[config.mk]
export PLATFORM = sky130hd
export DESIGN_NAME = mul_operand_packer_bf16
export DESIGN_NICKNAME = d
export VERILOG_FILES = /design/src/rtl/mul_operand_packer_bf16.sv
export SDC_FILE = /design/constraint.sdc
export NUM_CORES = 1
export LEC_CHECK = 0
export CAP_MARGIN = 30
export CORE_ASPECT_RATIO = 0.75
export CORE_MARGIN = 1
export CORE_UTILIZATION = 51
export CTS_CLUSTER_DIAMETER = 30
export DETAILED_ROUTE_END_ITERATION = 7
export DONT_BUFFER_PORTS = 1
export HOLD_SLACK_MARGIN = 0.08
export PLACE_DENSITY = 0.66
export SETUP_SLACK_MARGIN = 0.3
export SLEW_MARGIN = 20
export SYNTH_ARGS = -nofsm -noshare
export SYNTH_HDL_FRONTEND = slang
export SYNTH_SLANG_ARGS = --single-unit
[constraint.sdc]
create_clock -name clk -period 8.2 [get_ports clk]
set_input_delay 2.46 -clock clk [delete_from_list [all_inputs] [get_ports clk]]
set_output_delay 2.46 -clock clk [all_outputs]
set_load 0.02 [all_outputs]
[src/rtl/mul_operand_packer_bf16.sv]
// rtl/mul_operand_packer_bf16.sv - serial bf16 operand packer feeding the six-slot multiply chain
//
// Accepts bf16 operands one per cycle, places each into its lane of a 192-bit
// word using a per-mode lane map and issues the word with a one-cycle strobe.
// A mode change is held off until the chain has drained; a partial group can
// be flushed, with its remaining used lanes padded with PAD_VALUE.
//
// Ports:
//   clk, rst      clock; asynchronous active-low reset
//   op_in         bf16 operand, qualified by op_valid / op_ready
//   mode_in       mode for the group started by the next accepted operand
//   flush         issue the current partial group, padded
//   mul_ins       packed operands to the chain (registered, held between issues)
//   mul_stb       one-cycle issue strobe (registered)
//   mode          mode of the last issued or currently filling group
//   busy          a group is filling or the chain is still draining
module mul_operand_packer_bf16 #(
   parameter int unsigned DRAIN_CYCLES = 18,
   parameter logic [15:0] PAD_VALUE    = 16'h3F80
) (
   input  logic         clk,
   input  logic         rst,
   input  logic [15:0]  op_in,
   input  logic         op_valid,
   output logic         op_ready,
   input  logic [1:0]   mode_in,
   input  logic         flush,
   output logic [191:0] mul_ins,
   output logic         mul_stb,
   output logic [1:0]   mode,
   output logic         busy
);

   localparam int unsigned DW = $clog2(DRAIN_CYCLES + 1);
   localparam logic [DW-1:0] DCNT_LOAD = DW'(DRAIN_CYCLES);

   // Lane maps, entry k (LSB first) is the lane of the k-th operand of a group.
   localparam logic [11:0][3:0] MAP_00 = {4'd10, 4'd11, 4'd8, 4'd9, 4'd6, 4'd7,
                                          4'd4,  4'd5,  4'd2, 4'd3, 4'd0, 4'd1};
   localparam logic [11:0][3:0] MAP_01 = {4'd0,  4'd0,  4'd0, 4'd10, 4'd8, 4'd9,
                                          4'd6,  4'd4,  4'd5, 4'd2,  4'd0, 4'd1};
   localparam logic [11:0][3:0] MAP_10 = {4'd0,  4'd0,  4'd0, 4'd0, 4'd10, 4'd8,
                                          4'd6,  4'd7,  4'd4, 4'd2, 4'd0,  4'd1};
   localparam logic [11:0][3:0] MAP_11 = {4'd0,  4'd0,  4'd0, 4'd0, 4'd0, 4'd0,
                                          4'd8,  4'd6,  4'd4, 4'd2, 4'd0, 4'd1};
   localparam logic [3:0][11:0][3:0] LANE_MAP = {MAP_11, MAP_10, MAP_01, MAP_00};

   function automatic logic [3:0] group_len(input logic [1:0] m);
      logic [3:0] n;
      case (m)
         2'b00:   n = 4'd12;
         2'b01:   n = 4'd9;
         2'b10:   n = 4'd8;
         default: n = 4'd6;
      endcase
      return n;
   endfunction

   typedef enum logic [1:0] {S_EMPTY, S_FILL, S_DRAIN} state_t;

   state_t          state, state_nxt;
   logic [191:0]    asm_buf, buf_nxt;
   logic [3:0]      k, k_post, n_act;
   logic [DW-1:0]   dcnt;
   logic [1:0]      act_mode, mode_nxt;
   logic            accept, issue, flush_issue;

   always_comb begin
      state_nxt   = state;
      op_ready    = 1'b0;
      act_mode    = mode;
      mode_nxt    = mode;
      k_post      = k;
      buf_nxt     = asm_buf;
      accept      = 1'b0;
      flush_issue = 1'b0;
      issue       = 1'b0;

      unique case (state)
         // DRAIN shares the readiness test with EMPTY so that the first
         // new-mode operand is taken in the very cycle dcnt reaches zero.
         S_EMPTY, S_DRAIN: begin
            op_ready = (mode_in == mode) || (dcnt == '0);
            act_mode = mode_in;
         end
         S_FILL: begin
            op_ready    = 1'b1;
            flush_issue = flush;
         end
         default: ;
      endcase

      n_act  = group_len(act_mode);
      accept = op_valid && op_ready;

      if (accept) begin
         k_post = k + 4'd1;
         mode_nxt = act_mode;
         buf_nxt[{LANE_MAP[act_mode][k], 4'b0000} +: 16] = op_in;
      end

      issue = (accept && (k_post == n_act)) || flush_issue;

      // Padding is applied after the same-cycle operand has been placed.
      if (flush_issue) begin
         for (int j = 0; j < 12; j++) begin
            if ((4'(j) >= k_post) && (4'(j) < n_act))
               buf_nxt[{LANE_MAP[act_mode][4'(j)], 4'b0000} +: 16] = PAD_VALUE;
         end
      end

      if (issue)
         state_nxt = S_EMPTY;
      else if (accept || (state == S_FILL))
         state_nxt = S_FILL;
      else if (!op_ready)
         state_nxt = S_DRAIN;
      else
         state_nxt = S_EMPTY;
   end

   always_ff @(posedge clk or negedge rst) begin
      if (!rst) begin
         state   <= S_EMPTY;
         asm_buf <= '0;
         k       <= '0;
         dcnt    <= '0;
         mode    <= 2'b00;
         mul_ins <= '0;
         mul_stb <= 1'b0;
      end else begin
         state   <= state_nxt;
         mode    <= mode_nxt;
         mul_stb <= issue;
         if (issue) begin
            mul_ins <= buf_nxt;
            asm_buf <= '0;
            k       <= '0;
            dcnt    <= DCNT_LOAD;
         end else begin
            asm_buf <= buf_nxt;
            k       <= k_post;
            if (dcnt != '0)
               dcnt <= dcnt - DW'(1);
         end
      end
   end

   assign busy = (k != '0) || (dcnt != '0);

endmodule

==> flow_summary.toml, run 1 <==
[synth]
yosys_warnings = 0
syn_nets = 1675
ys_types = 81
synthFlopType = "dfrtp_1"
syn_inst = 1637
synth_largest_area_cell = "dfrtp_1"
synth-seq-cells = 398
synth-async-reset-ratio_pct = 100.0
ys_seq_area_share_pct = 57.59
netlist_top_cells_area = "dfrtp_1, mux2i_1, nor2_1"
syn_avg_cell_area_sq_um = 10.56
synth_top_area_share_pct = 57.59
synthesis.area_sq_mm = 0.01729
synth-edff-count = 0

[clock_network]
clock_latency_ns = 0.60
cts_resized = 0
cts_max_level = 2
hold_buffers = 0
clock-root-buffer = "clkbuf_16"
cts.clk_slew.worst_paths_ns = 0.05
clockBufferDepth = 3
clock_sinks = 398
cts_inserted_buffers = 61
post-cts-setup-buffers = 0
tritoncts = "built"

[finish]
drive_above_1_share_pct = 10.31
area_growth_pct = 13.51
stdcell_count = 2091
n_antenna_cell = 0
fin_nets = 1637

[worst_setup_path]
cp_max_fo = 17
crit_slowest_cell = "nor3b_2"
cp_cell_sequence = "mux2_4, ha_1, nand2b_1, and3_1, o32ai_1, nand2_1, inv_1, ha_1, xnor2_1, a311oi_1, o21ai_1, buf_4, nor3b_2, a22oi_1, o21ai_0"
path_delay_family = "compound AO/OA/AOI/OAI gates"
path_class = "primary input to flop"
critPathBufInv = 2
crit_path_start_kind = "primary input"
worstPathArrival_ns = 7.08
required_ns = 8.69
cpMostUsedCell = "ha_1"
cp-end-kind = "flop"
crit_path_max_incr_delay_ns = 0.72

[sta]
finalCriticalPeriod_ns = 6.590
finalSetupViolations = 0
whs_ns = 0.5029
finClkSkew_ns = 0.01624
hold_viol = 0
fin_setup_tns_ns = 0
slew_viol_final = 0
post-route-period-util_pct = 80.37
worstMarginPinSlew_ns = 1.335
max_freq_mhz = 151.7
max_slew_margin_pct = 10.98
rsz0062_at_grt = "false"

[power_and_ir_drop]
combPwrFrac_pct = 27.8
irDropWorstVdd_mv = 0.2261
power.switching_mw = 3.529
power.density_mw_per_mm2 = 445.7
seqPwrFrac_pct = 42.0
p_leak_nw = 9.467
p_clk_share_pct = 30.2
switching_share_pct = 40.34
p_int_mw = 5.220

[drt]
avgViaCountPerCell = 6.043
drtPass1Iterations = 5
drt-total-wl_microns = 48910
wire_per_inst_microns = 23.39
drt_iter0_drc = 1248
ant_nets = 0
drc = 0
via_count = 12635

[floorplanning]
design.portCount = 219
die_h_microns = 161.5
core-area_sq_mm = 0.03288
design.die.area_sq_mm = 0.03466
rows = 57
die_x_microns = 214.6
start_util_pct = 52.60

[status]
status = "finished clean"

[placement]
gp_congestion = 0.9233
dp.cells = 1976
dp_hpwl_microns = 31910
port_buffers = 0

[global_routing]
track_usage_pct = 28.57
grt_pass1_vias = 12368
antenna_found_initial = 2
grt_max_degree = 399
grt_overflow = 0
grt_pass1_wl_microns = 75780

[flow_run]
max_cap_viol_count = 0

[worst_hold_path]
worstHoldPathType = "flop to flop"
-- worst paths after layout --
path                         startpoint            to  slack, ns  cells after the start
setup / recovery             mode_in[0]   mul_ins[63]       1.61                     15
hold / removal             asm_buf[127]  asm_buf[127]       0.50                      2
setup reg to reg               state[0]   mul_ins[63]       2.92                     15
hold reg to reg            asm_buf[127]  asm_buf[127]       0.50                      2
max in group asynchronous           rst          k[1]       5.55                      0
min in group asynchronous           rst  mul_ins[116]       1.57                      0
-- per-layer routing --
layer	track usage, %	up-vias	share of wire (%)
met5	0	-	0
met3	9.190	92	10
met4	8.604	0	2.5
li1	-	5655	-
met2	41.15	507	43
met1	41.16	6381	45
-- worst register-to-register path, delay by kind of cell, from the launching register on --
family / cells / cell delay (ns)
AOI/OAI and AO/OA: 5 / 1.53
xor gates and xnor gates: 1 / 0.30
adders and majority gates: 2 / 0.75
buffers and inverters: 2 / 0.40
DFF: 1 / 0.49
muxes: 1 / 0.41
and+or+nand+nor: 4 / 1.32
-- final cells by class --
type                       instances  area [sq um]
sequential                       398          9960
clock inverter                    41         488.0
clock buffer                      72          1639
timing repair buffer              20         178.9
multi-input combinational       1093          6705
fill                            2741         13250
tap                              442         553.0
inverter                          25         106.4
-- power by group through the flow --
| stage | sequential, mW | combinational [mW] | clock, mW |
|---|---|---|---|
| global placement | 3.69 | 2.35 | 0 |
| finish | 3.67 | 2.43 | 2.64 |
| detailed placement | 3.70 | 2.39 | 0 |
| global route | 3.75 | 2.71 | 2.77 |
| floorplan | 3.49 | 1.85 | 0 |
| CTS | 3.68 | 2.41 | 2.67 |
-- cell usage after synthesis, types with 5 or more instances --
library cell	count
dfrtp_1	398
nor2_1	292
a21oi_1	135
mux2i_1	133
nand2_1	99
clkbuf_1	91
o21ai_0	64
a211oi_1	50
and2_1	38
and3_1	38
a31oi_1	25
a22oi_1	23
inv_1	22
ha_1	16
buf_2	14
a22o_1	12
nand4_1	11
o31ai_1	11
nand2b_1	10
xnor2_1	9
a221oi_1	8
nor3_1	8
or2_2	8
nand3_1	7
a21boi_0	6
nor4_1	6
buf_1	5
buf_4	5
-- cells by family (layout without fill, tap and decap cells) --
family / Yosys count / count (layout) / share of synthesized area, %
AO/OA/AOI/OAI: 372 / 372 / 13.75
XOR/XNOR: 10 / 10 / 0.5065
adder cells (fa/ha/maj): 16 / 16 / 1.158
buffers and inverters: 146 / 158 / 3.740
flip-flops: 398 / 398 / 57.59
multiplexers: 141 / 141 / 8.436
AND/OR/NAND/NOR: 554 / 554 / 14.82
-- state kept, by name, indices dropped and copies added, names as in the netlist --
register / cells
asm_buf: 192
mul_ins: 192
dcnt: 5
k: 4
mode: 2
state: 2
mul_stb: 1
-- cell usage in the layout, fill, tap and decap left out, drive strengths merged, types with 10 or more instances in the layout --
| cell | n |
|---|---|
| dfrtp | 398 |
| nor2 | 295 |
| mux2i | 136 |
| a21oi | 135 |
| nand2 | 102 |
| clkbuf | 72 |
| o21ai | 66 |
| a211oi | 51 |
| and2 | 40 |
| and3 | 38 |
| inv | 33 |
| a31oi | 25 |
| a22oi | 23 |
| buf | 20 |
| ha | 16 |
| clkinv | 15 |
| a22o | 12 |
| o31ai | 12 |
| nand4 | 11 |
| clkinvlp | 11 |
| nand2b | 10 |
| or2 | 10 |
-- through the flow --
step / setup WS (ns) / cell area (sq um) / total power [mW] / util [%]
after floorplan: 2.268 / 17290 / 5.335 / -
after global placement: 1.366 / 17470 / 6.036 / 53.13
after detailed placement: 1.120 / 17480 / 6.094 / 53.17
after CTS: 1.705 / 19610 / 8.764 / 59.64
after global routing: 1.171 / 19630 / 9.222 / 59.71
final: 1.610 / 19630 / 8.749 / 59.71
(Power assumes the default switching activity.)
==> run 2: changes to the inputs <==
Clock period 8.2 ns to 6.1 ns, I/O delays scaled along.
==> run 2 against run 1 <==
- cell count is 0.77% higher
- die area stayed put
- critical endpoint is now mul_ins[89]
- utilization is 0.26 points higher
- wire length is 0.69% lower
- largest power group unchanged
- power is 33% higher
- global-route usage is 0.12 points lower
- count of clock-buffer cells in the layout is 7 higher
- via count is 0.97% lower
- setup slack worse by 0.61 ns
- critical path type unchanged
- hold slack hardly changed
==> flow_summary.toml, run 2 (synthesis gave the netlist of run 1 again) <==
[status]
status = "finished clean"

[finish]
regArea_sq_mm = 0.009960
drive_above_1_share_pct = 10.99
final_common_cell = "dfrtp_1"
area_growth_pct = 14.01
layout_common_cells = "dfrtp_1, nor2_1, a21oi_1, mux2i_1, nand2_1"
fin_util_pct = 59.97
multi_input_area_sq_mm = 0.006705
fill_cells = 2752
n_antenna_cell = 0
final_area_sq_mm = 0.01972
largest_registers = "asm_buf (192), mul_ins (192), dcnt (5)"
fin_nets = 1655

[drt]
met3_length_microns = 4503
m1WireLength_microns = 22530
drt_iter0_drc = 1177
ant_nets = 0
avgViaCountPerCell = 5.939
via_count = 12513
wl_met2_microns = 20460
highest_layer = "met4"
wire_per_inst_microns = 23.05
drt-total-wl_microns = 48570
drtPass1Iterations = 5
drc = 0

[sta]
rsz0062_at_grt = "false"
fin_setup_tns_ns = 0
finClkSkew_ns = 0.01132
finalCriticalPeriod_ns = 5.101
post-route-period-util_pct = 83.63
worstMarginPinSlew_ns = 1.275
max_slew_margin_pct = 15.00
max_freq_mhz = 196.0
slew_viol_final = 0
finalSetupViolations = 0
hold_viol = 0

[floorplanning]
design.die.area_sq_mm = 0.03466
core-area_sq_mm = 0.03288
die_x_microns = 214.6
start_util_pct = 52.60
die_h_microns = 161.5
rows = 57
design.portCount = 219

[global_routing]
grt_pass1_wl_microns = 75350
grt_overflow = 0
antenna_found_initial = 6
grt_pass1_vias = 12259
grt_max_degree = 399
track_usage_pct = 28.45

[flow_run]
max_cap_viol_count = 0

[worst_setup_path]
worstSetupEndpoint = "mul_ins[89]"
cp_max_fo = 18
required_ns = 6.51
r2r_start = "mode[0]"
path_class = "primary input to flop"
reg2reg_to = "mul_ins[89]"
rrSetupSlack_ns = 1.60
cp-end-kind = "flop"
startpoint = "mode_in[0]"
worstPathArrival_ns = 5.51
r2r_cells = 13
crit_path_start_kind = "primary input"

[worst_hold_path]
worstHoldPathType = "flop to flop"
worstHoldStart = "asm_buf[81]"

[placement]
port_buffers = 0
place_area_sq_mm = 0.01769
gp_congestion = 0.9108
dp_hpwl_microns = 31990

[power_and_ir_drop]
irDropWorstVdd_mv = 0.3098
power.total_mw = 11.66
power.density_mw_per_mm2 = 591.2
p_leak_nw = 9.554

[clock_network]
tritoncts = "built"
cts_max_level = 2
clock_latency_ns = 0.60
clockBufferDepth = 3
cts_inserted_buffers = 59
hold_buffers = 0
clock_sinks = 398
clock-root-buffer = "clkbuf_16"
cts.clk_slew.worst_paths_ns = 0.05
cts_resized = 0
post-cts-setup-buffers = 0
run 2: final cells by class:
class	instances	share of cell area (%)
Clock buffer	79	8.485
Clock inverter	30	1.771
Inverter	25	0.5394
Multi-Input combinational cell	1093	34.01
Sequential cell	398	50.51
Tap cell	442	2.805
Timing Repair Buffer	40	1.878
run 2: worst min path at each step:
stage                        to  slack, ns  depth (start not counted)
floorplan           asm_buf[80]       0.47                          2
global placement    asm_buf[81]       0.48                          2
detailed placement  asm_buf[81]       0.49                          2
CTS                 asm_buf[81]       0.50                          2
global route        asm_buf[81]       0.51                          2
finish              asm_buf[81]       0.50                          2
run 2: critical path: stages:
cell and delay (ns):
mux2_4 0.23, inv_2 0.11, ha_1 0.34, a221oi_1 0.51, nand2_1 0.27, inv_1 0.18
ha_1 0.30, o211ai_1 0.13, or4_4 0.46, nand2_2 0.24, nand3_2 0.37, a211oi_1 0.41
o21ai_0 0.13
run 2: metrics by stage:
| step | hold WS (ns) | setup WS (ns) | cells |
|---|---|---|---|
| finish | 0.5027 | 0.9988 | 2107 |
| detailed placement | 0.4928 | 0.4852 | 1998 |
| global route | 0.5140 | 0.8262 | 2107 |
| global placement | 0.4843 | 0.4942 | 1997 |
| CTS | 0.5030 | 1.112 | 2107 |
| floorplan | 0.4698 | 0.7976 | 1637 |
run 2: power by group:
part / switching [mW] / internal (mW) / total [mW]
Clock: 1.26 / 2.11 / 3.37
Combinational: 2.08 / 1.25 / 3.33
Sequential: 1.35 / 3.61 / 4.96
run 2: metal layers:
layer | track usage (%) | up-vias
met1 | 41.50 | 6288
met5 | 0 | -
li1 | - | 5679
met3 | 9.397 | 73
met4 | 8.052 | 0
met2 | 40.42 | 473
